[src/rtl/tdm_mux_8_1_v_if.sv]
// Bus bundle for the 8:1 TDM serializer: load handshake in, serial slot stream out.
// The master drives the load side; the slave is the serializer itself.
interface tdm_mux_8_1_v_if;
    logic [7:0] i_code;
    logic       i_load;
    logic       o_ready;
    logic       o_a;
    logic [7:0] o_sel_code;
    logic       o_valid;
    logic       o_frame;
    logic       o_done;

    modport master (
        output i_code,
        output i_load,
        input  o_ready,
        input  o_a,
        input  o_sel_code,
        input  o_valid,
        input  o_frame,
        input  o_done
    );

    modport slave (
        input  i_code,
        input  i_load,
        output o_ready,
        output o_a,
        output o_sel_code,
        output o_valid,
        output o_frame,
        output o_done
    );
endinterface

[src/rtl/tdm_mux_8_1_v.sv]
// 8:1 time-division serializer: a captured byte is emitted LSB first, one channel
// slot of HOLD cycles per bit, with a one-hot channel select beside the data bit.
module tdm_mux_8_1_v #(
    parameter int HOLD = 1
) (
    input  logic             i_clk,
    input  logic             i_rst_n,
    tdm_mux_8_1_v_if.slave   bus
);

    localparam logic [3:0] HOLD_LAST = 4'(HOLD - 1);

    typedef enum logic {
        IDLE,
        SHIFT
    } state_t;

    state_t     state_reg;
    logic [7:0] word_reg;
    logic [7:0] sel_reg;
    logic [3:0] hold_reg;
    logic       ready_reg;
    logic       a_reg;
    logic       valid_reg;
    logic       frame_reg;
    logic       done_reg;

    logic [7:0] sel_rot;
    logic [3:0] hold_inc;
    logic       slot_end;
    logic       frame_end;

    // Rotate-left of the channel select: channel n hands over to channel n+1.
    generate
        for (genvar gi = 0; gi < 8; gi++) begin : g_rot
            assign sel_rot[gi] = sel_reg[(gi + 7) % 8];
        end
    endgenerate

    assign hold_inc  = hold_reg + 4'd1;
    assign slot_end  = (hold_reg == HOLD_LAST);
    assign frame_end = slot_end & sel_reg[7];

    always_ff @(posedge i_clk) begin
        if (!i_rst_n) begin
            state_reg <= IDLE;
            word_reg  <= 8'h00;
            sel_reg   <= 8'h00;
            hold_reg  <= 4'd0;
            ready_reg <= 1'b1;
            a_reg     <= 1'b0;
            valid_reg <= 1'b0;
            frame_reg <= 1'b0;
            done_reg  <= 1'b0;
        end else if (state_reg == IDLE || frame_end) begin
            // ready_reg is high in both of these cycles, so i_load alone means acceptance.
            if (bus.i_load) begin
                state_reg <= SHIFT;
                word_reg  <= bus.i_code;
                sel_reg   <= 8'h01;
                hold_reg  <= 4'd0;
                ready_reg <= 1'b0;
                a_reg     <= bus.i_code[0];
                valid_reg <= 1'b1;
                frame_reg <= 1'b1;
                done_reg  <= 1'b0;
            end else begin
                state_reg <= IDLE;
                sel_reg   <= 8'h00;
                hold_reg  <= 4'd0;
                ready_reg <= 1'b1;
                a_reg     <= 1'b0;
                valid_reg <= 1'b0;
                frame_reg <= 1'b0;
                done_reg  <= 1'b0;
            end
        end else if (slot_end) begin
            sel_reg   <= sel_rot;
            hold_reg  <= 4'd0;
            a_reg     <= |(word_reg & sel_rot);
            frame_reg <= 1'b0;
            done_reg  <= sel_rot[7] && (HOLD_LAST == 4'd0);
            ready_reg <= sel_rot[7] && (HOLD_LAST == 4'd0);
        end else begin
            hold_reg  <= hold_inc;
            done_reg  <= sel_reg[7] && (hold_inc == HOLD_LAST);
            ready_reg <= sel_reg[7] && (hold_inc == HOLD_LAST);
        end
    end

    assign bus.o_ready    = ready_reg;
    assign bus.o_a        = a_reg;
    assign bus.o_sel_code = sel_reg;
    assign bus.o_valid    = valid_reg;
    assign bus.o_frame    = frame_reg;
    assign bus.o_done     = done_reg;

endmodule

[src/flat_wrapper.sv]
// flat-port wrapper written by rule: the top's interface ports become plain ports
module tdm_mux_8_1_v_flat 
#(
    parameter int HOLD = 1
)
  (i_clk, i_rst_n, bus_i_code, bus_i_load, bus_o_ready, bus_o_a, bus_o_sel_code, bus_o_valid, bus_o_frame, bus_o_done);
  tdm_mux_8_1_v_if bus_i ();
  input  logic i_clk;
  input  logic i_rst_n;
  input wire logic [$bits(bus_i.i_code)-1:0] bus_i_code;
  input wire logic [$bits(bus_i.i_load)-1:0] bus_i_load;
  output wire logic [$bits(bus_i.o_ready)-1:0] bus_o_ready;
  output wire logic [$bits(bus_i.o_a)-1:0] bus_o_a;
  output wire logic [$bits(bus_i.o_sel_code)-1:0] bus_o_sel_code;
  output wire logic [$bits(bus_i.o_valid)-1:0] bus_o_valid;
  output wire logic [$bits(bus_i.o_frame)-1:0] bus_o_frame;
  output wire logic [$bits(bus_i.o_done)-1:0] bus_o_done;
  assign bus_i.i_code = bus_i_code;
  assign bus_i.i_load = bus_i_load;
  assign bus_o_ready = bus_i.o_ready;
  assign bus_o_a = bus_i.o_a;
  assign bus_o_sel_code = bus_i.o_sel_code;
  assign bus_o_valid = bus_i.o_valid;
  assign bus_o_frame = bus_i.o_frame;
  assign bus_o_done = bus_i.o_done;
  tdm_mux_8_1_v #(.HOLD(HOLD)) u_core (.i_clk(i_clk), .i_rst_n(i_rst_n), .bus(bus_i));
endmodule
[config.mk]
export PLATFORM = sky130hd
export DESIGN_NAME = tdm_mux_8_1_v_flat
export DESIGN_NICKNAME = d
export VERILOG_FILES = /design/src/rtl/tdm_mux_8_1_v_if.sv /design/src/rtl/tdm_mux_8_1_v.sv /design/src/flat_wrapper.sv
export SDC_FILE = /design/constraint.sdc
export NUM_CORES = 1
export LEC_CHECK = 0
export BUFFER_PORTS_ARGS = -buffer_cell sky130_fd_sc_hd__buf_4
export CELL_PAD_IN_SITES_DETAIL_PLACEMENT = 0
export CELL_PAD_IN_SITES_GLOBAL_PLACEMENT = 2
export CORE_MARGIN = 2
export CORE_UTILIZATION = 29
export DETAILED_ROUTE_END_ITERATION = 6
export GPL_TIMING_DRIVEN = 0
export HOLD_SLACK_MARGIN = 0.12
export MAX_ROUTING_LAYER = met4
export PLACE_DENSITY = 0.82
export SLEW_MARGIN = 20
export SYNTH_ARGS = -nofsm -noshare
export SYNTH_HDL_FRONTEND = slang
export SYNTH_SLANG_ARGS = --single-unit
[constraint.sdc]
create_clock -name i_clk -period 1.6 [get_ports i_clk]
set_clock_uncertainty 0.05 [all_clocks]
set_input_delay 0.32 -clock i_clk [delete_from_list [all_inputs] [get_ports i_clk]]
set_output_delay 0.32 -clock i_clk [all_outputs]
set_load 0.05 [all_outputs]
# After elaboration in Yosys (flattened, before gate mapping)
# Index checks and enable logic that the tools add are counted.
dict set report op_classes {
  add_sub_neg 1
  n_eq_ne 0
  mux 12
  reduce_logical 9
  n_mul 0
  bitwise 4
  div_mod_pow 0
  shift 0
  order_cmp 0
}
# cell count
set ops {}
lappend ops {{8-bit two-way mux} 2}
lappend ops {{1-bit two-way mux} 10}
lappend ops {{8-bit AND} 1}
lappend ops {{4-bit zero test} 2}
lappend ops {{8-bit OR reduction} 1}
lappend ops {{4-bit by 1-bit adder with 4-bit output (second input constant)} 1}
lappend ops {{3-bit OR reduction} 1}
lappend ops {{1-bit inverter} 2}
lappend ops {{2-bit AND reduction} 1}
lappend ops {{2-bit nonzero test} 1}
lappend ops {{2-bit OR reduction} 1}
lappend ops {{1-bit AND} 1}
lappend ops {{1-bit logical AND} 1}
lappend ops {{1-bit logical OR} 1}
dict set report word_totals {
  mem_bits_rw 0
  mem_bits_ro 0
  regBits 25
  out_inout_bits 13
  inputBits 11
  latch_bits 0
  word_cells 34
  n_memories 0
}

# Logic depth before layout (Yosys ltp)
# Gate-level depths: netlist (run 1).
dict set report depth {
  ltp_word 5
  ltp_mapped 6
  mapped_depth_nobuf 6
}

# Worst setup path before layout (run 1)
# OpenSTA, ideal clock, no wires.
dict set report synth_timing {
  path_kind {register -> register}
  from {reg, netlist name u_core.bus.o_valid}
  to {reg u_core.word_reg[0]}
  path_buffers 1
  t_required_ns 1.435
  setup_slack_ns 0.043
  synth_period_minus_slack_ns 1.557
  arrival_time_ns 1.392
  setup_ns 0.115
  stages_incl_launch_ff 5
  path_cell_list {dfxtp_1 > inv_1 > o21ai_4 > buf_6 > o21ai_2}
}
# item line
set synth_rtl {}
lappend synth_rtl {{to (signal assigned)} tdm_mux_8_1_v.sv:59} ;# word_reg <= bus.i_code;
lappend synth_rtl {{to (decl)} tdm_mux_8_1_v.sv:19} ;# logic [7:0] word_reg;

# Worst setup path after layout (run 1)
dict set report layout_timing {
  from {reg u_core.hold_reg[0]}
  to {reg u_core.a_reg (netlist: u_core.bus.o_a)}
}
dict set report layout_between {
  elab_chain_len 4
  elab_cells_between_ends 5
  cone_classes {mux (1); bitwise (1); reduce/logical (3)}
}
# item line
set layout_lines {}
lappend layout_lines {{from (decl)} tdm_mux_8_1_v.sv:21} ;# logic [3:0] hold_reg;
lappend layout_lines {{from (signal assigned)} tdm_mux_8_1_v.sv:85} ;# hold_reg <= hold_inc;
lappend layout_lines {{4-bit zero test (*)} tdm_mux_8_1_v.sv:41} ;# assign slot_end = (hold_reg == HOLD_LAST);
lappend layout_lines {{1-bit AND} tdm_mux_8_1_v.sv:42} ;# assign frame_end = slot_end & sel_reg[7];
lappend layout_lines {{1-bit logical OR} tdm_mux_8_1_v.sv:55} ;# end else if (state_reg == IDLE || frame_end) begin
lappend layout_lines {{1-bit two-way mux / 2-bit nonzero test (equally long branches)} n/a}
lappend layout_lines {{to (signal assigned)} tdm_mux_8_1_v.sv:63} ;# a_reg <= bus.i_code[0];
lappend layout_lines {{to (signal assigned)} tdm_mux_8_1_v.sv:80} ;# a_reg <= |(word_reg & sel_rot);
lappend layout_lines {{to (decl)} tdm_mux_8_1_v.sv:23} ;# logic a_reg;
# Every way passes the cells marked *; elsewhere a longest branch is shown, timed or not.
# A chain may end at the register's enable or synchronous reset.

==> run summary, run 1 <==
Status: complete, no violations
Fill cells: 390
Post-DP HPWL: 1820 um
Initial antenna violation count: 0
CTS Root Cell: clkbuf_8
ANT nets after route: 0
Area Overhead vs Synth: 30.0%
GPL Wtd Cong: 0.757
Initial core utilization: 0.300
Clk slew on worst S/H paths: 0.09 ns
Final setup margin: 0.0867 ns
CTS HTree Levels: 1
Post-synth EDFFs: 0
Hold_buf cts: 0
WL per Instance: 13.1 um
Cell with the most instances after synthesis: dfxtp_1
Pwr Density: 831 nW/um^2
Post-Route Setup TNS: 0 ns
Power consumption: 0.00118 W
Slew headroom: 0.751
Highest routed metal layer: met4
Via/cell ratio: 4.87
Final number of max-transition violations: 0
CTS Buf Count: 3
Wire length of the first global-routing pass: 4310 um
Synth top area cells: dfxtp_1 46%, o21ai_2 6.4%, nand2_1 5.5%
Worst path cell trace: inv_1, ha_2, and4bb_4, nor2_1, a21oi_1, nor4_1
Multi-input logic area: 552 um^2
F_max: 661 MHz
Die extent in y: 65.3 um
DRT iter0 DRCs: 55
Crit end category: register
Synth Net Count: 125
Largest net degree at the start of global routing: 14
Total of max-cap violations: 0
Hold crit path type: primary input to register
Arrival @ worst endpoint: 1.65 ns
Clk sinks: 25
Post-synthesis async set-or-reset flop share: 0
Remaining global-route overflow: 0
Worst Path Max Fanout: 5
Fin. Hold Viols: 0
Wire length on met3: 60 um
Startpoint Class: register
Worst-skew pair later-pin latency: 0.27 ns
DR pass1 iterations: 4
Yosys warning total: 0
IO Pins: 24
Core Area: 3630 um^2
Cell count after synthesis: 111
Register area share after synthesis: 0.460
Cell Area, Synth: 1090 um^2
CTS max path bufs: 2
DRT Wirelength: 2470 um
Lkg Pwr: 0.579 nW
Number of I/O port buffers: 23
Vias in the first global route: 915
Ant diodes: 0
Crit share post-route: 0.946
Final min period: 1.51 ns
Crit-path slowest cell: dfxtp_2
Layout cell share with drive strength beyond 1: 0.364
Via count: 915
Setup WS pre-CTS: -0.116 ns
Peak VDD IR: 333 uV
Crit Path Class: register to register
RSZ-0062 raised after global routing: no
CTS tree: done
Total GRT Usage: 0.134
Nets: 155
Dominant synthesized flop cell: dfxtp_1
Reg area: 503 um^2
Final setup violation count: 0
DRC: 0
Slew @ Worst Pin: 0.372 ns
Area leader, netlist: dfxtp_1
FP Rows: 22
Avg Inst Size Synth: 9.81 um^2
Die width: 65.3 um
Post-synth top cells: 25 x dfxtp_1, 16 x nand2_1, 8 x nand3_1, 8 x o21ai_2
Metal2 WL: 1180 um
Synth Register Bits: 25
Full die area: 4260 um^2
WP data required: 1.73 ns
Synth unique cells: 29
Crit path largest cell delay: 0.37 ns
Top cell type's share of synthesized area: 0.460
M1 wire length: 1190 um
==> worst paths after layout <==
kind                                    startpoint                 end  slack (ns)  depth (start not counted)
worst max-delay path            u_core.hold_reg[0]      u_core.bus.o_a        0.09                          6
worst min-delay path                 bus_i_code[3]  u_core.word_reg[3]        0.24                          3
worst max register to register  u_core.hold_reg[0]      u_core.bus.o_a        0.09                          6
worst min register to register  u_core.hold_reg[0]  u_core.hold_reg[0]        0.40                          1
==> cell families (layout without fill, tap and decap cells) <==
group,count (synthesis),count (layout),synth area share
and+or+nand+nor,44,44,0.229
AOI/OAI and AO/OA,28,28,0.214
DFF,25,25,0.460
buffers and inverters,9,38,0.0471
adders and majority gates,3,3,0.0345
xor gates and xnor gates,2,2,0.0161
==> metrics by stage <==
step                utilization  hold slack (ns)  cells  area [um^2]
global placement          0.364            0.409    182         1320
global route              0.389            0.243    188         1420
CTS                       0.389            0.240    188         1410
detailed placement        0.364            0.411    182         1320
floorplan                     -            0.390    111         1090
finish                    0.389            0.239    188         1420
==> report_power, final <==
part	leakage [nW]	internal, W	switching [W]
sequential	0.205	0.000642	0.0000123
combinational	0.351	0.0000594	0.0000859
clock	0.0228	0.000178	0.000198
total	0.579	0.000880	0.000296
==> layout make-up <==
class                           instances  area share
Tap cell                               48      0.0424
Inverter                                5      0.0133
Buffer                                  4      0.0256
Timing Repair Buffer                   25       0.141
Sequential cell                        25       0.355
Multi-Input combinational cell         77       0.390
Clock buffer                            4      0.0318
==> repair_timing <==
action	4_1_cts	5_1_grt
setup buffers	2	0
setup endpoints to repair	19	15
pin swaps	1	1
resized for setup	5	1
==> critical path, delay by kind of cell (launching register included) <==
| kind | cells | cell delay (ns) |
|---|---|---|
| AND/OR/NAND/NOR | 3 | 0.64 |
| flip-flops | 1 | 0.37 |
| adder cells (fa/ha/maj) | 1 | 0.23 |
| buffers and inverters | 1 | 0.07 |
| AO/OA/AOI/OAI | 1 | 0.07 |
==> per-layer routing <==
layer | GRT usage | up-vias
met4 | 0.0625 | 0
met3 | 0.0154 | 4
met1 | 0.159 | 443
met2 | 0.226 | 16
li1 | - | 452
met5 | - | -
==> cells in the final DEF (no fill, tap or decap), drive strengths merged <==
cell	netlist	layout
nor2	6	6
and2	2	2
a21oi	4	4
and4bb	1	1
nand3b	3	3
a22oi	4	4
ha	3	3
nand3	8	8
o211ai	1	1
nand4	2	2
o21ai	10	10
o41ai	1	1
o21a	1	1
nand2	16	16
clkbuf	0	4
xnor2	2	2
inv	5	5
a22o	6	6
dfxtp	25	25
buf	4	29
nor3	3	3
nor3b	1	1
nor4	2	2
o31ai	1	1
Power figures use the tool's default switching activity.
==> run 2, diff against run 1 <==
--- a/config.mk
+++ b/config.mk
@@ -15,6 +15,7 @@
 export HOLD_SLACK_MARGIN = 0.12
 export MAX_ROUTING_LAYER = met4
 export PLACE_DENSITY = 0.82
+export REMOVE_ABC_BUFFERS = 1
 export SLEW_MARGIN = 20
 export SYNTH_ARGS = -nofsm -noshare
 export SYNTH_HDL_FRONTEND = slang
==> run 2 against run 1 <==
  * Flip-flop and latch count stayed put
  * Largest cell class unchanged
  * Clock-buffer cell count shrank 1
  * Worst setup slack better by 0.0027 ns
  * Global-route usage shrank 0.92 points
  * Via count is 2.1% lower
  * Final area decreased by 2.4%
  * First-iteration DRC count shrank 49%
  * Total power is 1.6% higher
  * Worst hold slack got worse by 0.0090 ns
==> run summary, run 2 (synthesis results as in run 1) <==
Worst Hold End: u_core.word_reg[7]
Hold slack: 0.230 ns (-0.00902 ns)
Remaining global-route overflow: 0 (unchanged)
IO Pins: 24 (unchanged)
Arrival @ worst endpoint: 1.68 ns (+0.03 ns)
Worst Path Max Fanout: 18 (+13)
Final core utilization: 0.380 (-0.00930)
Die width: 65.3 um (unchanged)
FF-to-FF path depth: 7 (+1)
CTS HTree Levels: 1 (unchanged)
Critical path origin: u_core.hold_reg[0]
RSZ-0062 raised after global routing: no
Via/cell ratio: 4.90 (+0.60%)
Total GRT Usage: 0.124 (-0.00924)
WP data required: 1.77 ns (+0.04 ns)
Initial core utilization: 0.300 (unchanged)
Flop2flop setup slack: 0.09 ns (about the same)
FP Rows: 22 (unchanged)
Hold crit path type: primary input to register
DRT Wirelength: 2310 um (-6.7%)
DRT iter0 DRCs: 28 (-49%)
Crit Path Class: register to register
Layout Cells excl Fill: 183 (-2.7%)
Full die area: 4260 um^2 (unchanged)
Reg-to-reg startpoint: u_core.hold_reg[0]
CTS Root Cell: clkbuf_8
Status: complete, no violations
Vias in the first global route: 845 (-7.7%)
Ant diodes: 0 (unchanged)
Final setup violation count: 0 (unchanged)
Core Area: 3630 um^2 (unchanged)
ANT nets after route: 0 (unchanged)
Peak VDD IR: 304 uV (-8.7%)
Pwr Density: 865 nW/um^2 (+4.0%)
GPL Wtd Cong: 0.795 (+4.9%)
Worst R2R End: u_core.word_reg[5]
Cell internal pwr: 0.000877 W (-0.32%)
Hold Path Depth: 3 (unchanged)
Lkg Pwr: 0.556 nW (-4.0%)
Slew headroom: 0.734 (-0.0173)
Slew @ Worst Pin: 0.398 ns (+0.0258 ns)
Wire length of the first global-routing pass: 3960 um (-8.2%)
Initial antenna violation count: 0 (unchanged)
DRC: 0 (unchanged)
Final number of max-transition violations: 0 (unchanged)
HP Start: bus_i_code[7]
CTS max path bufs: 2 (unchanged)
Crit end category: register
Most frequent cells in the layout: 23 x buf_4, 23 x dfxtp_1, 16 x nand2_1
DR pass1 iterations: 4 (unchanged)
Via count: 896 (-2.1%)
Number of I/O port buffers: 23 (unchanged)
Startpoint Class: register
Total of max-cap violations: 0 (unchanged)
WL per Instance: 12.6 um (-4.1%)
Fraction of power spent switching nets: 0.265 (+0.0138)
CTS Buf Count: 3 (unchanged)
Largest net degree at the start of global routing: 21 (+7)
Crit share post-route: 0.944 (-0.00169)
Final min period: 1.51 ns (-0.00270 ns)
Fin. Hold Viols: 0 (unchanged)
Combinational share of power: 0.114 (-0.010)
Clk slew on worst S/H paths: 0.10 ns (about the same)
CTS tree: done
Nets: 150 (-3.2%)
F_max: 662 MHz (+0.18%)
Post-DP HPWL: 1680 um (-7.6%)
Sequential share of power: 0.548 (-0.009)
Clk network pwr share: 0.338 (+0.018)
Area Overhead vs Synth: 26.9%
Switching power: 0.000317 W (+7.1%)
Layout cell share with drive strength beyond 1: 0.363 (-0.00132)
Die extent in y: 65.3 um (unchanged)
Worst-skew pair later-pin latency: 0.28 ns (about the same)
Clk sinks: 25 (unchanged)
Placed cell count: 178 (-2.2%)
## run 2: changes by cell type in the layout (fill, tap and decap cells not counted), sizes merged
cell    previous run  this run
clkbuf             4         3
buf               29        24
inv                5         6
## run 2: per-layer routing
metal / track usage / share of wire
met5: - / 0
met2: 0.195 / 0.48
met3: 0.0154 / 0.033
met1: 0.155 / 0.46
met4: 0.0703 / 0.027
## run 2: power by group through the flow
stage	registers, W	clock network, W	logic (W)
4_1_cts	0.000655	0.000413	0.000136
3_3_place_gp	0.000669	0	0.000126
2_1_floorplan	0.000696	0	0.0000472
5_1_grt	0.000658	0.000444	0.000148
3_5_place_dp	0.000669	0	0.000127
6_report	0.000654	0.000404	0.000136
## run 2: per-stage QoR
step | setup slack (ns) | setup TNS [ns] | total power, W | instance area, um^2
after global placement | -0.217 | -2.12 | 0.000795 | 1290
after floorplan | -0.0748 | -0.614 | 0.000743 | 1060
after detailed placement | -0.241 | -2.23 | 0.000796 | 1290
final | 0.0894 | 0 | 0.00119 | 1380
after global routing | 0.0105 | 0 | 0.00125 | 1380
after CTS | 0.0259 | 0 | 0.00120 | 1370
## run 2: cell type report
cell class / instances / area [um^2]
Fill cell: 399 / 2250
Sequential cell: 25 / 503
Clock buffer: 3 / 41.3
Multi-Input combinational cell: 77 / 557
Inverter: 5 / 18.8
Timing Repair Buffer: 24 / 193
Tap cell: 48 / 60.1
Clock inverter: 1 / 8.76
## run 2: worst max-delay path by stage
stage	to	slack (ns)	cells past startpoint
after detailed placement	u_core.word_reg[5]	-0.24	6
after floorplan	u_core.word_reg[0]	-0.07	4
final	u_core.word_reg[5]	0.09	7
after global placement	u_core.word_reg[5]	-0.22	6
after CTS	u_core.hold_reg[2]	0.03	6
after global routing	u_core.bus.o_sel_code[1]	0.01	5
## run 2: worst max-delay path, stage by stage (launching register included)
cell and delay [ns]:
dfxtp_2 0.37, inv_1 0.06, ha_2 0.22, and4bb_4 0.22
o21ai_4 0.17, buf_12 0.18, nand3_1 0.10, o21ai_2 0.06
## run 2: timing repair
action / 4_1_cts / 5_1_grt
endpoints found under the setup margin: 17 / 23
resized for setup: 2 / 5
setup buffers: 1 / 0
hold buffers: 0 / 0
pin swaps: 1 / 0
==> run 3, diff against run 2 <==
==> constraint.sdc (replaced) <==
create_clock -name i_clk -period 1.6 [get_ports i_clk]
set_clock_uncertainty 0.05 [all_clocks]
set_input_delay 0.16 -clock i_clk [delete_from_list [all_inputs] [get_ports i_clk]]
set_output_delay 0.16 -clock i_clk [all_outputs]
set_load 0.05 [all_outputs]
==> run 3 against run 2 <==
  * Final area grew 6.5%
  * Utilization grew 2.5 points
  * Largest power group unchanged
  * Register-to-register slack is essentially flat
  * Total power rose by 1.5%
  * Flip-flop and latch count stayed put
  * Cell count increased by 4.9%
==> run summary, run 3 (synthesis results as in run 1) <==
F_max: 661 MHz (about the same)
Total GRT Usage: 0.126 (+0.00111)
DR pass1 iterations: 4 (unchanged)
Critical path origin: u_core.hold_reg[0]
Initial core utilization: 0.300 (unchanged)
Clk slew on worst S/H paths: 0.10 ns (about the same)
CTS HTree Levels: 1 (unchanged)
Slew headroom: 0.734 (about the same)
Fill cells: 392 (-1.8%)
DRC: 0 (unchanged)
Most frequent cells in the layout: 23 x buf_4, 23 x dfxtp_1, 16 x nand2_1
Vias in the first global route: 857 (+1.4%)
Worst Path Max Fanout: 18 (unchanged)
Lkg Pwr: 0.594 nW (+6.8%)
Post-Route Setup TNS: 0 ns (unchanged)
WL per Instance: 12.2 um (-3.0%)
Pwr Density: 824 nW/um^2 (-4.7%)
Ant diodes: 0 (unchanged)
Status: complete, no violations
GPL Wtd Cong: 0.795 (unchanged)
Remaining global-route overflow: 0 (unchanged)
Area Overhead vs Synth: 35.2%
Final min period: 1.51 ns (+0.00120 ns)
Crit share post-route: 0.945 (about the same)
Die width: 65.3 um (unchanged)
Final core utilization: 0.405 (+0.0248)
Crit Path Class: register to register
IO Pins: 24 (unchanged)
HP Start: i_rst_n
Fin. Hold Viols: 0 (unchanged)
Wire length of the first global-routing pass: 4000 um (+1.1%)
Post-route cell area: 1470 um^2 (+6.5%)
Die extent in y: 65.3 um (unchanged)
Post-DP HPWL: 1680 um (unchanged)
Peak VDD IR: 305 uV (+0.37%)
Multi-input logic area: 557 um^2 (unchanged)
CTS Root Cell: clkbuf_8
Power consumption: 0.00121 W (+1.5%)
RSZ-0062 raised after global routing: no
CTS max path bufs: 2 (unchanged)
Area post-placement: 1290 um^2 (unchanged)
Core Area: 3630 um^2 (unchanged)
Clk sinks: 25 (unchanged)
Startpoint Class: register
FP Rows: 22 (unchanged)
Nets: 159 (+6.0%)
DRT Wirelength: 2350 um (+1.8%)
Full die area: 4260 um^2 (unchanged)
Arrival @ worst endpoint: 1.68 ns (about the same)
Hold crit path type: primary input to register
Slew @ Worst Pin: 0.398 ns (+0.00000465 ns)
Number of I/O port buffers: 23 (unchanged)
Reg-to-reg startpoint: u_core.hold_reg[0]
WP data required: 1.77 ns (about the same)
ANT nets after route: 0 (unchanged)
CTS tree: done
Total of max-cap violations: 0 (unchanged)
CTS Buf Count: 3 (unchanged)
DRT iter0 DRCs: 21 (-25%)
Largest net degree at the start of global routing: 21 (unchanged)
Final number of max-transition violations: 0 (unchanged)
Via/cell ratio: 4.84 (-1.1%)
Initial antenna violation count: 0 (unchanged)
Via count: 930 (+3.8%)
Crit end category: register
Reg area: 503 um^2 (unchanged)
Worst-skew pair later-pin latency: 0.28 ns (about the same)
Layout cell share with drive strength beyond 1: 0.340 (-0.0227)
Final setup violation count: 0 (unchanged)
run 3: cell count changes in the layout (fill, tap and decap cells not counted), sizes merged:
cell         previous run  this run
dlygate4sd3             0         9
run 3: power breakdown:
group	switching, W	internal, W
Clock	0.000221	0.000183
Sequential	0.0000117	0.000643
Combinational	0.0000878	0.0000660
Total	0.000320	0.000891
run 3: per-stage QoR:
| stage | worst slack [ns] | std cells | hold WS (ns) |
|---|---|---|---|
| finish | 0.0882 | 192 | 0.197 |
| global placement | -0.217 | 178 | 0.356 |
| CTS | 0.0259 | 192 | 0.192 |
| floorplan | -0.0748 | 107 | 0.249 |
| global route | 0.0105 | 192 | 0.205 |
| detailed placement | -0.241 | 178 | 0.360 |
run 3: final cells by class:
| cell class | instances | area share |
|---|---|---|
| flip-flops and latches | 25 | 0.342 |
| clock inverters | 1 | 0.00595 |
| inverters | 5 | 0.0128 |
| repair buffers | 33 | 0.192 |
| multi-input cells | 77 | 0.378 |
| well taps | 48 | 0.0408 |
| clock buffers | 3 | 0.0281 |
run 3: path summary, 6_finish.rpt:
kind	cells after the start	slack, ns	end
worst max-delay path	7	0.09	u_core.word_reg[5]
worst min-delay path	3	0.20	u_core.word_reg[4]
worst max register to register	7	0.09	u_core.word_reg[5]
worst min register to register	1	0.41	u_core.hold_reg[0]
run 3: critical path, cell delays in order, from the launching register on:
cell,delay [ns]
dfxtp_2,0.37
inv_1,0.06
ha_2,0.22
and4bb_4,0.22
o21ai_4,0.17
buf_12,0.18
nand3_1,0.10
o21ai_2,0.07
run 3: metal layers:
layer / share of wire / global-route usage
met2: 0.48 / 0.198
met4: 0.026 / 0.0703
met3: 0.031 / 0.0154
met1: 0.46 / 0.156
met5: 0 / -
run 3: what timing repair did:
action | CTS | global route
setup endpoints to repair | 17 | 23
buffers inserted | 1 | 0
hold buffers | 9 | 0
hold endpoints to repair | 9 | 0
gates resized for setup | 2 | 5
pin swaps | 1 | 0
